===== config.mk =====
export PLATFORM = sky130hd
export DESIGN_NAME = reg_file_sb
export DESIGN_NICKNAME = d
export VERILOG_FILES = /design/src/rtl/reg_file_sb_pkg.sv /design/src/rtl/reg_file_sb_scoreboard.sv /design/src/rtl/reg_file_sb.sv
export SDC_FILE = /design/constraint.sdc
export NUM_CORES = 2
export LEC_CHECK = 0
export CORE_MARGIN = 4
export CORE_UTILIZATION = 68
export DETAILED_ROUTE_END_ITERATION = 7
export GPL_ROUTABILITY_DRIVEN = 0
export PLACE_DENSITY = 0.86
export SLEW_MARGIN = 20
export SYNTH_ARGS = -nofsm -noshare
export SYNTH_HDL_FRONTEND = slang
export SYNTH_SLANG_ARGS = --single-unit

===== constraint.sdc =====
create_clock -name clk -period 6.3 [get_ports clk]
set_clock_uncertainty 0.15 [all_clocks]
set_input_delay 1.26 -clock clk [delete_from_list [all_inputs] [get_ports clk]]
set_output_delay 1.26 -clock clk [all_outputs]
set_load 0.01 [all_outputs]

===== src/rtl/reg_file_sb_pkg.sv =====
// Shared constants for the register file / scoreboard slice.
// Default widths and register count used by reg_file_sb and reg_scoreboard.
package reg_file_sb_pkg;

    localparam int REG_FILE_WIDTH = 32;
    localparam int REG_ADDR_WIDTH = 5;
    localparam int NUM_REGS       = 32;

endpackage


===== src/rtl/reg_file_sb_scoreboard.sv =====
// reg_scoreboard: one pending bit per architectural register plus the stall equation.
// A pending bit is set by a multi-cycle issue and cleared by the matching write-back.
module reg_scoreboard
    import reg_file_sb_pkg::*;
#(
    parameter int ADDR_W   = REG_ADDR_WIDTH,
    parameter int NUM_REGS = reg_file_sb_pkg::NUM_REGS
) (
    input  logic              clk,
    input  logic              reset,
    input  logic              wr_en,
    input  logic [ADDR_W-1:0] wr_addr,
    input  logic              pend_set,
    input  logic [ADDR_W-1:0] pend_addr,
    input  logic [ADDR_W-1:0] rd_addr_a,
    input  logic [ADDR_W-1:0] rd_addr_b,
    input  logic              use_a,
    input  logic              use_b,
    output logic              stall
);

    logic [NUM_REGS-1:0] pend_q;
    logic [NUM_REGS-1:0] pend_d;
    logic                pend_a;
    logic                pend_b;
    logic                byp_a;
    logic                byp_b;

    // Clear is applied before set so a younger issue to the same index survives.
    always_comb begin
        pend_d = pend_q;
        if (wr_en) begin
            pend_d[wr_addr] = 1'b0;
        end
        if (pend_set && (pend_addr != '0)) begin
            pend_d[pend_addr] = 1'b1;
        end
        pend_d[0] = 1'b0;
    end

    always_ff @(posedge clk) begin
        if (reset) begin
            pend_q <= '0;
        end else begin
            pend_q <= pend_d;
        end
    end

    assign pend_a = pend_q[rd_addr_a];
    assign pend_b = pend_q[rd_addr_b];
    assign byp_a  = wr_en && (wr_addr == rd_addr_a);
    assign byp_b  = wr_en && (wr_addr == rd_addr_b);

    // r0 never has its pending bit set, so it can never stall.
    assign stall = (use_a && pend_a && !byp_a) || (use_b && pend_b && !byp_b);

endmodule


===== src/rtl/reg_file_sb.sv =====
// Architectural register file with write-to-read bypass and an integrated scoreboard.
// Supplies ALU operands combinationally and flags stalls on pending sources.
module reg_file_sb
    import reg_file_sb_pkg::*;
#(
    parameter int DATA_W   = REG_FILE_WIDTH,
    parameter int ADDR_W   = REG_ADDR_WIDTH,
    parameter int NUM_REGS = reg_file_sb_pkg::NUM_REGS
) (
    input  logic              clk,
    input  logic              reset,
    input  logic [ADDR_W-1:0] rd_addr_a,
    input  logic [ADDR_W-1:0] rd_addr_b,
    input  logic              use_a,
    input  logic              use_b,
    output logic [DATA_W-1:0] regA,
    output logic [DATA_W-1:0] regB,
    input  logic              wr_en,
    input  logic [ADDR_W-1:0] wr_addr,
    input  logic [DATA_W-1:0] wr_data,
    input  logic              pend_set,
    input  logic [ADDR_W-1:0] pend_addr,
    output logic              stall
);

    logic [DATA_W-1:0] regs_q [NUM_REGS];
    logic              wr_live;

    assign wr_live = wr_en && (wr_addr != '0);

    always_ff @(posedge clk) begin
        if (reset) begin
            for (int i = 0; i < NUM_REGS; i++) begin
                regs_q[i] <= '0;
            end
        end else if (wr_live) begin
            regs_q[wr_addr] <= wr_data;
        end
    end

    // r0 reads as zero regardless of the array; a same-cycle write wins over the array.
    always_comb begin
        regA = regs_q[rd_addr_a];
        regB = regs_q[rd_addr_b];
        if (wr_live && (wr_addr == rd_addr_a)) begin
            regA = wr_data;
        end
        if (wr_live && (wr_addr == rd_addr_b)) begin
            regB = wr_data;
        end
        if (rd_addr_a == '0) begin
            regA = '0;
        end
        if (rd_addr_b == '0) begin
            regB = '0;
        end
    end

    reg_scoreboard #(
        .ADDR_W   (ADDR_W),
        .NUM_REGS (NUM_REGS)
    ) u_scoreboard (
        .clk       (clk),
        .reset     (reset),
        .wr_en     (wr_en),
        .wr_addr   (wr_addr),
        .pend_set  (pend_set),
        .pend_addr (pend_addr),
        .rd_addr_a (rd_addr_a),
        .rd_addr_b (rd_addr_b),
        .use_a     (use_a),
        .use_b     (use_b),
        .stall     (stall)
    );

endmodule

==> reports/metrics.yaml <==
outcome:
  status: "complete, but fails checks"
  violations: "DRC"
die:
  die_x_um: 298.0
  core_area_sq_um: 83560
  dieArea_sq_um: 88800
  initial_core_util: 0.6844
  die_h_um: 298.0
  ios: 123
  num_rows: 106
logic_synthesis:
  yosysSeqAreaShare: 0.5486
  yosysMostFrequentCell: "edfxtp_1"
  synth-adder-area-share: 0
  yosys_most_used_dff: "edfxtp_1"
  syn_inst: 4058
  syn_area_sq_um: 57180
  synth_area_leader_cell: "edfxtp_1"
  synth_top_family_by_area: "multiplexers"
  synth_common_cells: "edfxtp_1, and2_1, mux4_2, clkbuf_1, o22ai_1"
  synth-edff-count: 1024
  synth-simple-area-share: 0.1520
  synthTopCellsByArea: "edfxtp_1, mux4_2, and2_1"
  synth_top_area_frac: 0.5377
  synth_compound_area_frac: 0.05094
  syn_area_per_cell_sq_um: 14.09
  ys_types: 69
  async_flop_share: 0
  synthMuxAreaShare: 0.2106
  synth-xor-area-share: 0.001532
  yosysWarnings: 0
  ys_ff_latch: 1055
timing:
  hold_viol: 0
  max-slew-margin-rel: 0.1845
  rsz0062_at_grt: "false"
  setup_tns_ns: 0
  slew_viol_final: 0
  fin_crit_ns: 6.209
  period_share: 0.9856
  setup_viol: 0
  fmax_ghz: 0.1611
  tightest_slew_ns: 1.219
worst_setup_path:
  critPathMaxFanout: 16
  rr_worst_depth: 2
  regToRegSetupSlack_ns: 5.40
  cp.required_ns: 4.89
  startpoint_type: "input pin"
  timing.rr.start: "u_scoreboard.pend_q[7]$_SDFF_PP0_"
  crit_type: "in2out"
  critPathCaptureType: "output port"
  rr_endpoint: "u_scoreboard.pend_q[7]$_SDFF_PP0_"
  cp.arrival_ns: 4.80
detailed_routing:
  initialDrtViolationCount: 8192
  drt_wl_total_um: 198000
  drt-pass1-iter-count: 8
  via_count: 41560
  ant_nets: 0
  drc: 2
  viasPerCell: 7.855
  wl_per_cell_um: 37.41
pwr:
  ir_drop_mv: 0.2655
  power_leakage_nw: 21.90
  p_per_area_nw_per_um2: 269.4
clock_tree:
  cts_hold_buf: 0
  cts_sinks: 1055
  clk_pin_slew_ns: 0.06
  cts-resized-gates: 0
  clock_latency_ns: 0.69
  cts_setup_buffers: 0
  cts_tree: "yes"
  h-tree-depth: 3
  numCtsBuffers: 108
  cts-root-buf: "clkbuf_16"
  cts_buffer_depth: 3
hold_path:
  whs_endpoint: "u_scoreboard.pend_q[4]$_SDFF_PP0_"
  hp-class: "reg2reg"
  hold_path_depth: 2
  hold_start: "u_scoreboard.pend_q[4]$_SDFF_PP0_"
place:
  dp_hpwl_um: 119000
  port_buffers: 122
  dp.cells: 5081
  placed_cell_area_sq_um: 59880
grt:
  grt_pass1_wl_um: 281300
  grt_pass1_vias: 41740
  overflow: 0
  grt_antenna_before_repair: 10
  grt_max_degree: 58
  track_usage: 0.4420
layout:
  post-route-util: 0.7588
  num-nets-final: 4171
  syn_to_final_growth_pct: 10.87
  drive_gt1_frac: 0.2383
  nFillCells: 4785
  final-instance-count-excl-fill: 5291
  fin_area_sq_um: 63400
flow_run:
  max_cap_violations: 0
-- state kept, by name, summed over array words and instances (netlist names) --
name,flops
regs_q,1024
u_scoreboard.pend_q,31
-- stage by stage --
stage	total power, W	hold WS, ns	setup slack (ns)
floorplan	0.009661	0.3024	1.938
global placement	0.01054	0.3230	0.2208
detailed placement	0.01061	0.3337	0.2265
CTS	0.01692	0.3418	0.2131
global route	0.01737	0.3708	0.05861
finish	0.01708	0.3450	0.09095
-- layout by cell type, fill, tap and decap left out, types with 32 or more instances in the layout --
master and instances:
a211oi_1 35, a21oi_1 46, and2_1 1000, buf_4 193, clkbuf_16 109, clkdlybuf4s50_1 103, conb_1 32, edfxtp_1 1024
mux2_2 92, mux2i_1 123, mux4_2 434, nand2_1 95, nor2_1 97, nor3_1 66, o21ai_0 83, o22ai_1 133
-- cell type report --
class                      instances  area (sq um)  area share
clock inverter                    67         675.6     0.01066
multi-input combinational       2604         24080      0.3798
antenna                           10         25.02   0.0003947
clock buffer                     131          2810     0.04432
tap                             1080          1351     0.02131
sequential                      1055         31370      0.4948
inverter                           8         30.03   0.0004736
timing repair buffer             336          3062     0.04829
-- cell families (layout without fill, tap and decap cells) --
group,Yosys count,after routing
mux,649,649
flops,1055,1055
simple gates,1478,1478
compound gates,435,435
xor+xnor,10,10
other cells,1,42
buf+inv,430,542
-- metal layers --
| layer | share of wire | routed length, um | global-route usage | up-vias |
|---|---|---|---|---|
| met3 | 0.17 | 33740 | 0.1605 | 1335 |
| met1 | 0.29 | 57960 | 0.5402 | 19930 |
| met4 | 0.10 | 20060 | 0.3346 | 4 |
| li1 | - | - | - | 15600 |
| met5 | 0.00012 | 23 | 0 | - |
| met2 | 0.44 | 86170 | 0.6490 | 4697 |
-- worst max-delay path: stages --
cell	delay [ns]
clkdlybuf4s50_1	0.68
or3_4	0.31
nor3_4	0.08
or4_1	0.78
buf_4	0.33
o21ai_0	0.13
o22ai_1	0.14
nor2_1	0.43
clkdlybuf4s50_1	0.63
-- worst max path at each step --
stage / startpoint / end / cells after the start
global placement: wr_addr[2] / regA[23] / 9
finish: wr_addr[2] / regB[3] / 9
floorplan: rd_addr_b[0] / regB[1] / 7
global route: wr_addr[2] / regB[3] / 9
detailed placement: wr_addr[2] / regA[23] / 9
CTS: wr_addr[2] / regA[23] / 9
-- power breakdown --
part	switching (W)	internal, W
clock network	0.00278	0.00370
registers	0.000210	0.00808
logic	0.00137	0.000954
total	0.00435	0.0127
(Power assumes the default switching activity.)
